### src/rtl/cache_arbiter.sv
// cache_arbiter: shares one physical-memory line port between I-cache and D-cache,
// latching the granted request and holding it on the memory side until mem_resp.
module cache_arbiter #(
   parameter int LINE_WIDTH  = 256,
   parameter int ADDR_WIDTH  = 32,
   parameter bit ROUND_ROBIN = 1'b1
) (
   input  logic                  clk,
   input  logic                  rst,
   input  logic                  i_pmem_read,
   input  logic [ADDR_WIDTH-1:0] i_pmem_address,
   output logic [LINE_WIDTH-1:0] i_pmem_rdata,
   output logic                  i_pmem_resp,
   input  logic                  d_pmem_read,
   input  logic                  d_pmem_write,
   input  logic [ADDR_WIDTH-1:0] d_pmem_address,
   input  logic [LINE_WIDTH-1:0] d_pmem_wdata,
   output logic [LINE_WIDTH-1:0] d_pmem_rdata,
   output logic                  d_pmem_resp,
   output logic                  mem_read,
   output logic                  mem_write,
   output logic [ADDR_WIDTH-1:0] mem_address,
   output logic [LINE_WIDTH-1:0] mem_wdata,
   input  logic [LINE_WIDTH-1:0] mem_rdata,
   input  logic                  mem_resp
);
   localparam logic [1:0] IDLE    = 2'd0;
   localparam logic [1:0] SERVE_I = 2'd1;
   localparam logic [1:0] SERVE_D = 2'd2;
   localparam logic [1:0] RELEASE = 2'd3;

   logic [1:0]            state_q, state_d;
   logic [ADDR_WIDTH-1:0] addr_q, addr_d;
   logic [LINE_WIDTH-1:0] wdata_q, wdata_d;
   logic                  write_q, write_d;
   logic                  last_d_q, last_d_d;
   logic                  i_req, d_req, grant_d, serving;

   assign i_req   = i_pmem_read;
   assign d_req   = d_pmem_read | d_pmem_write;
   // D takes a tie unless round-robin says the I-cache is owed the turn
   assign grant_d = d_req & (~i_req | ~ROUND_ROBIN | ~last_d_q);
   assign serving = (state_q == SERVE_I) | (state_q == SERVE_D);

   always_comb begin
      state_d  = state_q;
      addr_d   = addr_q;
      wdata_d  = wdata_q;
      write_d  = write_q;
      last_d_d = last_d_q;
      case (state_q)
         IDLE: begin
            if (grant_d) begin
               state_d  = SERVE_D;
               addr_d   = d_pmem_address;
               wdata_d  = d_pmem_wdata;
               write_d  = d_pmem_write;
               last_d_d = 1'b1;
            end else if (i_req) begin
               state_d  = SERVE_I;
               addr_d   = i_pmem_address;
               write_d  = 1'b0;
               last_d_d = 1'b0;
            end
         end
         SERVE_I, SERVE_D: state_d = mem_resp ? RELEASE : state_q;
         default: state_d = IDLE;
      endcase
   end

   always_ff @(posedge clk or posedge rst) begin
      if (rst) begin
         state_q  <= IDLE;
         addr_q   <= '0;
         wdata_q  <= '0;
         write_q  <= 1'b0;
         last_d_q <= 1'b0;
      end else begin
         state_q  <= state_d;
         addr_q   <= addr_d;
         wdata_q  <= wdata_d;
         write_q  <= write_d;
         last_d_q <= last_d_d;
      end
   end

   assign mem_read     = serving & ~write_q;
   assign mem_write    = serving & write_q;
   assign mem_address  = addr_q;
   assign mem_wdata    = wdata_q;
   assign i_pmem_rdata = mem_rdata;
   assign d_pmem_rdata = mem_rdata;
   assign i_pmem_resp  = mem_resp & (state_q == SERVE_I);
   assign d_pmem_resp  = mem_resp & (state_q == SERVE_D);

   a_rw_excl: assert property (@(posedge clk) disable iff (rst) !(mem_read && mem_write))
      else $error("mem_read and mem_write high together");
   a_resp_excl: assert property (@(posedge clk) disable iff (rst) !(i_pmem_resp && d_pmem_resp))
      else $error("both cache responses high together");
   a_addr_stable: assert property (@(posedge clk) disable iff (rst) serving && $past(serving) |-> addr_q == $past(addr_q))
      else $error("addr_q changed during service");
   a_no_rdwr: assert property (@(posedge clk) disable iff (rst) !(d_pmem_read && d_pmem_write))
      else $error("d_pmem_read and d_pmem_write high together");
endmodule
### config.mk
export PLATFORM = sky130hd
export DESIGN_NAME = cache_arbiter
export DESIGN_NICKNAME = d
export VERILOG_FILES = /design/src/rtl/cache_arbiter.sv
export SDC_FILE = /design/constraint.sdc
export NUM_CORES = 1
export LEC_CHECK = 0
export BUFFER_PORTS_ARGS = -buffer_cell sky130_fd_sc_hd__buf_2
export CAP_MARGIN = 5
export CORE_AREA = 2 2 534 536
export DETAILED_ROUTE_END_ITERATION = 8
export DIE_AREA = 0 0 536 538
export PLACE_DENSITY = 0.3
export REMOVE_ABC_BUFFERS = 1
export SLEW_MARGIN = 20
export SYNTH_ARGS = -nofsm -noshare
export SYNTH_HDL_FRONTEND = slang
export SYNTH_SLANG_ARGS = --single-unit
export TNS_END_PERCENT = 20
### constraint.sdc
create_clock -name clk -period 16.6 [get_ports clk]
set_clock_uncertainty 0.2 [all_clocks]
set_input_delay 3.32 -clock clk [delete_from_list [all_inputs] [get_ports clk]]
set_output_delay 3.32 -clock clk [all_outputs]
set_load 0.02 [all_outputs]
Word-level counts from Yosys, hierarchy flattened

Cells that the tools add are included.
W data, S select, Z words.

Register bits: 292
Bits in latches: 0
Memory bits (writable): 0
Memory bits (read-only): 0
Input bits: 582
Word-level logic and storage cells: 35
Memories kept: 0

Add/subtract/negate cells: 0
Multiply operators: 0
Divide/modulo/power cells: 0
Order comparisons: 0
Equal/unequal tests: 4
Shift operators: 0
Muxes and demuxes: 9
Bitwise gates (word level): 11
Reduce and logical (&&, ||, !) cells: 6

Operators by type and width:

| operator             | count |
|---|---|
| $mux W32             | 2 |
| $mux W2              | 3 |
| $reduce_and A2 Y1    | 3 |
| $and A1 B1 Y1        | 5 |
| $pmux W2 S2          | 1 |
| $mux W1              | 3 |
| $ne A3 B3 Y1 const B | 1 |
| $not A1 Y1           | 3 |
| $or A1 B1 Y1         | 3 |
| $eq A2 B1 Y1 const B | 1 |
| $eq A2 B2 Y1 const B | 1 |
| $logic_not A2 Y1     | 1 |
| $ne A2 B2 Y1 const B | 1 |
| $reduce_bool A2 Y1   | 1 |
| $reduce_or A2 Y1     | 1 |

Logic depth before layout (Yosys ltp)

Depth in word-level cells: 5
Depth in mapped cells: 7

Least setup slack after synthesis

Ideal clock, no wire load.

Path type: in2out
Start point: in mem_resp
End point: out d_pmem_resp
Arrival: 3.536 ns
Required time: 13.080 ns
Path slack: 9.544 ns
Stages on the path: 1
Buffers on the path: 0
Cells stage by stage: and2_1

Word-level cells in the longest chain between the ends: 1

Ends and longest elaborated chain:

| what               | line | source |
|---|---|---|
| start: declaration | 25   | `input logic mem_resp` |
| $and A1 B1 Y1      | 94   | `assign d_pmem_resp = mem_resp & (state_q == SERVE_D);` |
| end: declaration   | 19   | `output logic d_pmem_resp,` |

No other way between the ends.

Worst setup path after layout

Start point: in mem_resp
End point: out i_pmem_resp

Word-level cells in the longest chain between the ends: 1

Ends and longest elaborated chain:

| what             | line | source |
|---|---|---|
| $and A1 B1 Y1    | 93   | `assign i_pmem_resp = mem_resp & (state_q == SERVE_I);` |
| end: declaration | 13   | `output logic i_pmem_resp,` |

No other way between the ends.

==> flow_metrics.py <==
metrics = {
    "status": {
        "outcome": "complete, no violations",
    },
    "routing": {
        "drt_iter0_drc": 1080,
        "drc": 0,
        "detail_route.wl_per_cell_um": 57.53,
        "vias_per_cell": 2.351,
        "first_pass_iters": 5,
        "drt-total-wl_um": 296000,
        "dr_total_vias": 12100,
        "antenna_left": 0,
    },
    "critical_path": {
        "crit_path_end_kind": "output port",
        "crit_type": "primary input to output port",
        "worstRegToRegCells": 7,
        "required_ps": 13080,
        "crit_start": "mem_resp",
        "r2r_start": "state_q[0]$_DFFE_PP0P_",
        "cp.arrival_ps": 3730,
        "reg2reg_setup_slack_ps": 11840,
        "timing.rr.end": "mem_wdata[94]$_DFFE_PP0P_",
        "startpoint_type": "primary input",
        "crit_fanout": 3,
    },
    "placed_design": {
        "gp_congestion": 0.8821,
        "dpl_cell_area_um2": 19660,
        "io_buffer_count": 617,
        "dpl.hpwl_um": 262300,
    },
    "power": {
        "switching_share": 0.4490,
        "clock_power_share": 0.221,
        "power_switching_mw": 2.081,
        "pwr-share-seq": 0.277,
        "p_int_mw": 2.553,
        "pwr-share-comb": 0.502,
        "p_leak_nw": 8.800,
        "peakVddDrop_uv": 82.62,
        "power_density_nw_per_um2": 218.6,
    },
    "synthesis": {
        "seq_area_frac_synth": 0.4525,
        "ys_top_cells_by_count": "515 x buf_4, 292 x dfrtp_1, 201 x mux2_4, 55 x mux2_2",
        "synth_enable_flop_cells": 0,
        "yosys_warnings": 0,
        "synth_top_area_frac": 0.4525,
        "yosysTopAreaCell": "dfrtp_1",
        "syn_avg_cell_area_um2": 13.24,
        "syn_area_um2": 16150,
        "syn_inst": 1220,
        "synth-async-reset-ratio": 1.000,
        "post-synth-top-count-cell": "buf_4",
        "synth_top_flop_cell": "dfrtp_1",
        "synthDistinctLibCells": 25,
        "ys_ff_latch": 292,
        "yosys-top-cells-area": "dfrtp_1 45%, buf_4 24%, mux2_4 19%, mux2_2 3.8%, buf_12 2.7%",
    },
    "timing": {
        "fmax_ghz": 0.1379,
        "slew_headroom": 0.3007,
        "hold_viol_final": 0,
        "drv_slew": 0,
        "worst_pin_slew_ps": 1049,
        "period_share": 0.4367,
        "period_minus_slack_ps": 7249,
        "final.setup.tns_ps": 0,
        "setup_viol": 0,
        "rsz0062_at_grt": "no",
    },
    "cells_and_area": {
        "nNetsFinal": 1929,
        "final_layout_size_suffix_gt1_frac": 0.7003,
        "fin_area_um2": 21200,
        "post-route-util": 0.07483,
        "area_delta_synth_final_pct": 31.26,
        "fillerInstances": 33040,
    },
    "min_path": {
        "hp-start": "mem_address[21]$_DFFE_PP0P_",
        "hold_depth": 2,
        "hold_end": "mem_address[21]$_DFFE_PP0P_",
        "hold_class": "flip-flop to flip-flop",
    },
    "global_route": {
        "grt_usage": 0.1985,
        "antenna_found_initial": 115,
        "globalRouteOverflowTotal": 0,
        "grt_max_degree": 79,
        "grt_pass1_vias": 10550,
        "grt_pass1_wl_um": 320800,
    },
    "floorplan": {
        "fp-row-count": 196,
        "initial_utilization": 0.05701,
        "die_w_um": 536,
        "pin_count": 1386,
        "dieArea_um2": 288400,
        "dieHeight_um": 538,
        "core_area_um2": 283200,
    },
    "clock_network": {
        "cts_setup_buffers": 0,
        "cts_root_buffer": "clkbuf_16",
        "htree_num_levels": 2,
        "cts_resized": 0,
        "clockBufferDepth": 3,
        "clock_latency_ps": 630,
        "cts_tree": "built",
        "path_clk_slew_ps": 60,
        "cts_hold_buf": 0,
        "numClockSinks": 292,
        "cts_buffers": 44,
    },
    "job": {
        "maxCapViolCount": 0,
    },
}
## metrics by stage
step / setup WS [ps] / power (mW) / instances / hold WS, ps
floorplan: 5018 / 2.608 / 669 / 280.8
detailed placement: 8889 / 3.709 / 5059 / 270.6
global route: 9324 / 4.969 / 5143 / 302.0
global placement: 8914 / 3.711 / 5059 / 261.4
CTS: 9345 / 4.799 / 5140 / 283.5
finish: 9351 / 4.634 / 5145 / 278.5
## flip-flops by register name, indices dropped and copies added, names as in the netlist
signal and cells:
mem_wdata 256, state_q 2, mem_address 32, write_q 1
last_d_q 1
## logic make-up (layout without fill, tap and decap cells)
logic type               count (synthesis)  count (layout)  synth area share
buffers and inverters                  554             712            0.2731
flip-flops                             292             292            0.4525
multiplexers                           288             288            0.2451
AO/OA/AOI/OAI                           43              43           0.01596
AND/OR/NAND/NOR                         39              39           0.01023
adder cells (fa/ha/maj)                  4               4          0.003099
other                                    0               5                 0
## area by class of cell
| class | count | area (um2) | share of cell area |
|---|---|---|---|
| well taps | 3762 | 4707 | 0.2221 |
| clock buffers | 60 | 1294 | 0.06104 |
| diodes | 5 | 12.51 | 0.0005903 |
| multi-input cells | 374 | 4457 | 0.2103 |
| flip-flops and latches | 292 | 7307 | 0.3447 |
| inverters | 3 | 18.77 | 0.0008854 |
| clock inverters | 21 | 230.2 | 0.01086 |
| repair buffers | 628 | 3171 | 0.1496 |
## metal layers
metal	global-route usage	routed length, um
met4	0.07640	14410
met3	0.2853	89930
met2	0.3076	128600
met1	0.1049	55840
met5	0.1727	7170
## worst max-delay path, stage by stage
cell and delay (ps):
buf_2 110, and2_1 150, buf_2 150
## worst max-delay path by stage
stage                                 end  slack (ps)  cells past startpoint
3_3_place_gp    mem_wdata[95]$_DFFE_PP0P_        8910                      7
3_5_place_dp   mem_wdata[115]$_DFFE_PP0P_        8890                      7
2_1_floorplan        last_d_q$_DFFE_PP0P_        5020                      1
5_1_grt                       i_pmem_resp        9320                      3
6_report                      i_pmem_resp        9350                      3
4_1_cts                       i_pmem_resp        9340                      3
## power groups by stage
| stage | Combinational (mW) | Clock (mW) | Sequential [mW] |
|---|---|---|---|
| 2_1_floorplan | 0.885 | 0 | 1.72 |
| 3_3_place_gp | 2.42 | 0 | 1.29 |
| 3_5_place_dp | 2.42 | 0 | 1.29 |
| 4_1_cts | 2.43 | 1.08 | 1.29 |
| 5_1_grt | 2.53 | 1.10 | 1.34 |
| 6_report | 2.33 | 1.02 | 1.28 |
## placed cells by master (no fill, tap or decap)
master and count:
nor2b_1 2, o2bb2ai_1 2, clkinv_4 4, inv_1 2, clkinvlp_4 1, bufinv_16 3
mux2i_1 32, a22o_1 1, o21ai_0 32, o31ai_4 1, mux2_2 55, clkinv_2 7
diode_2 5, clkbuf_8 9, clkbuf_1 5, o2bb2ai_4 1, nand2_1 32, clkinv_8 1
and2_1 3, ha_1 4, a21o_1 2, buf_2 617, dfrtp_1 292, and2_4 1
nor3_1 1, inv_8 2, buf_4 11, a21oi_1 2, clkbuf_16 46, mux2_4 201
a2bb2oi_2 1, inv_6 4, a211o_1 1
Note: power is estimated with default switching activity, not from simulation.
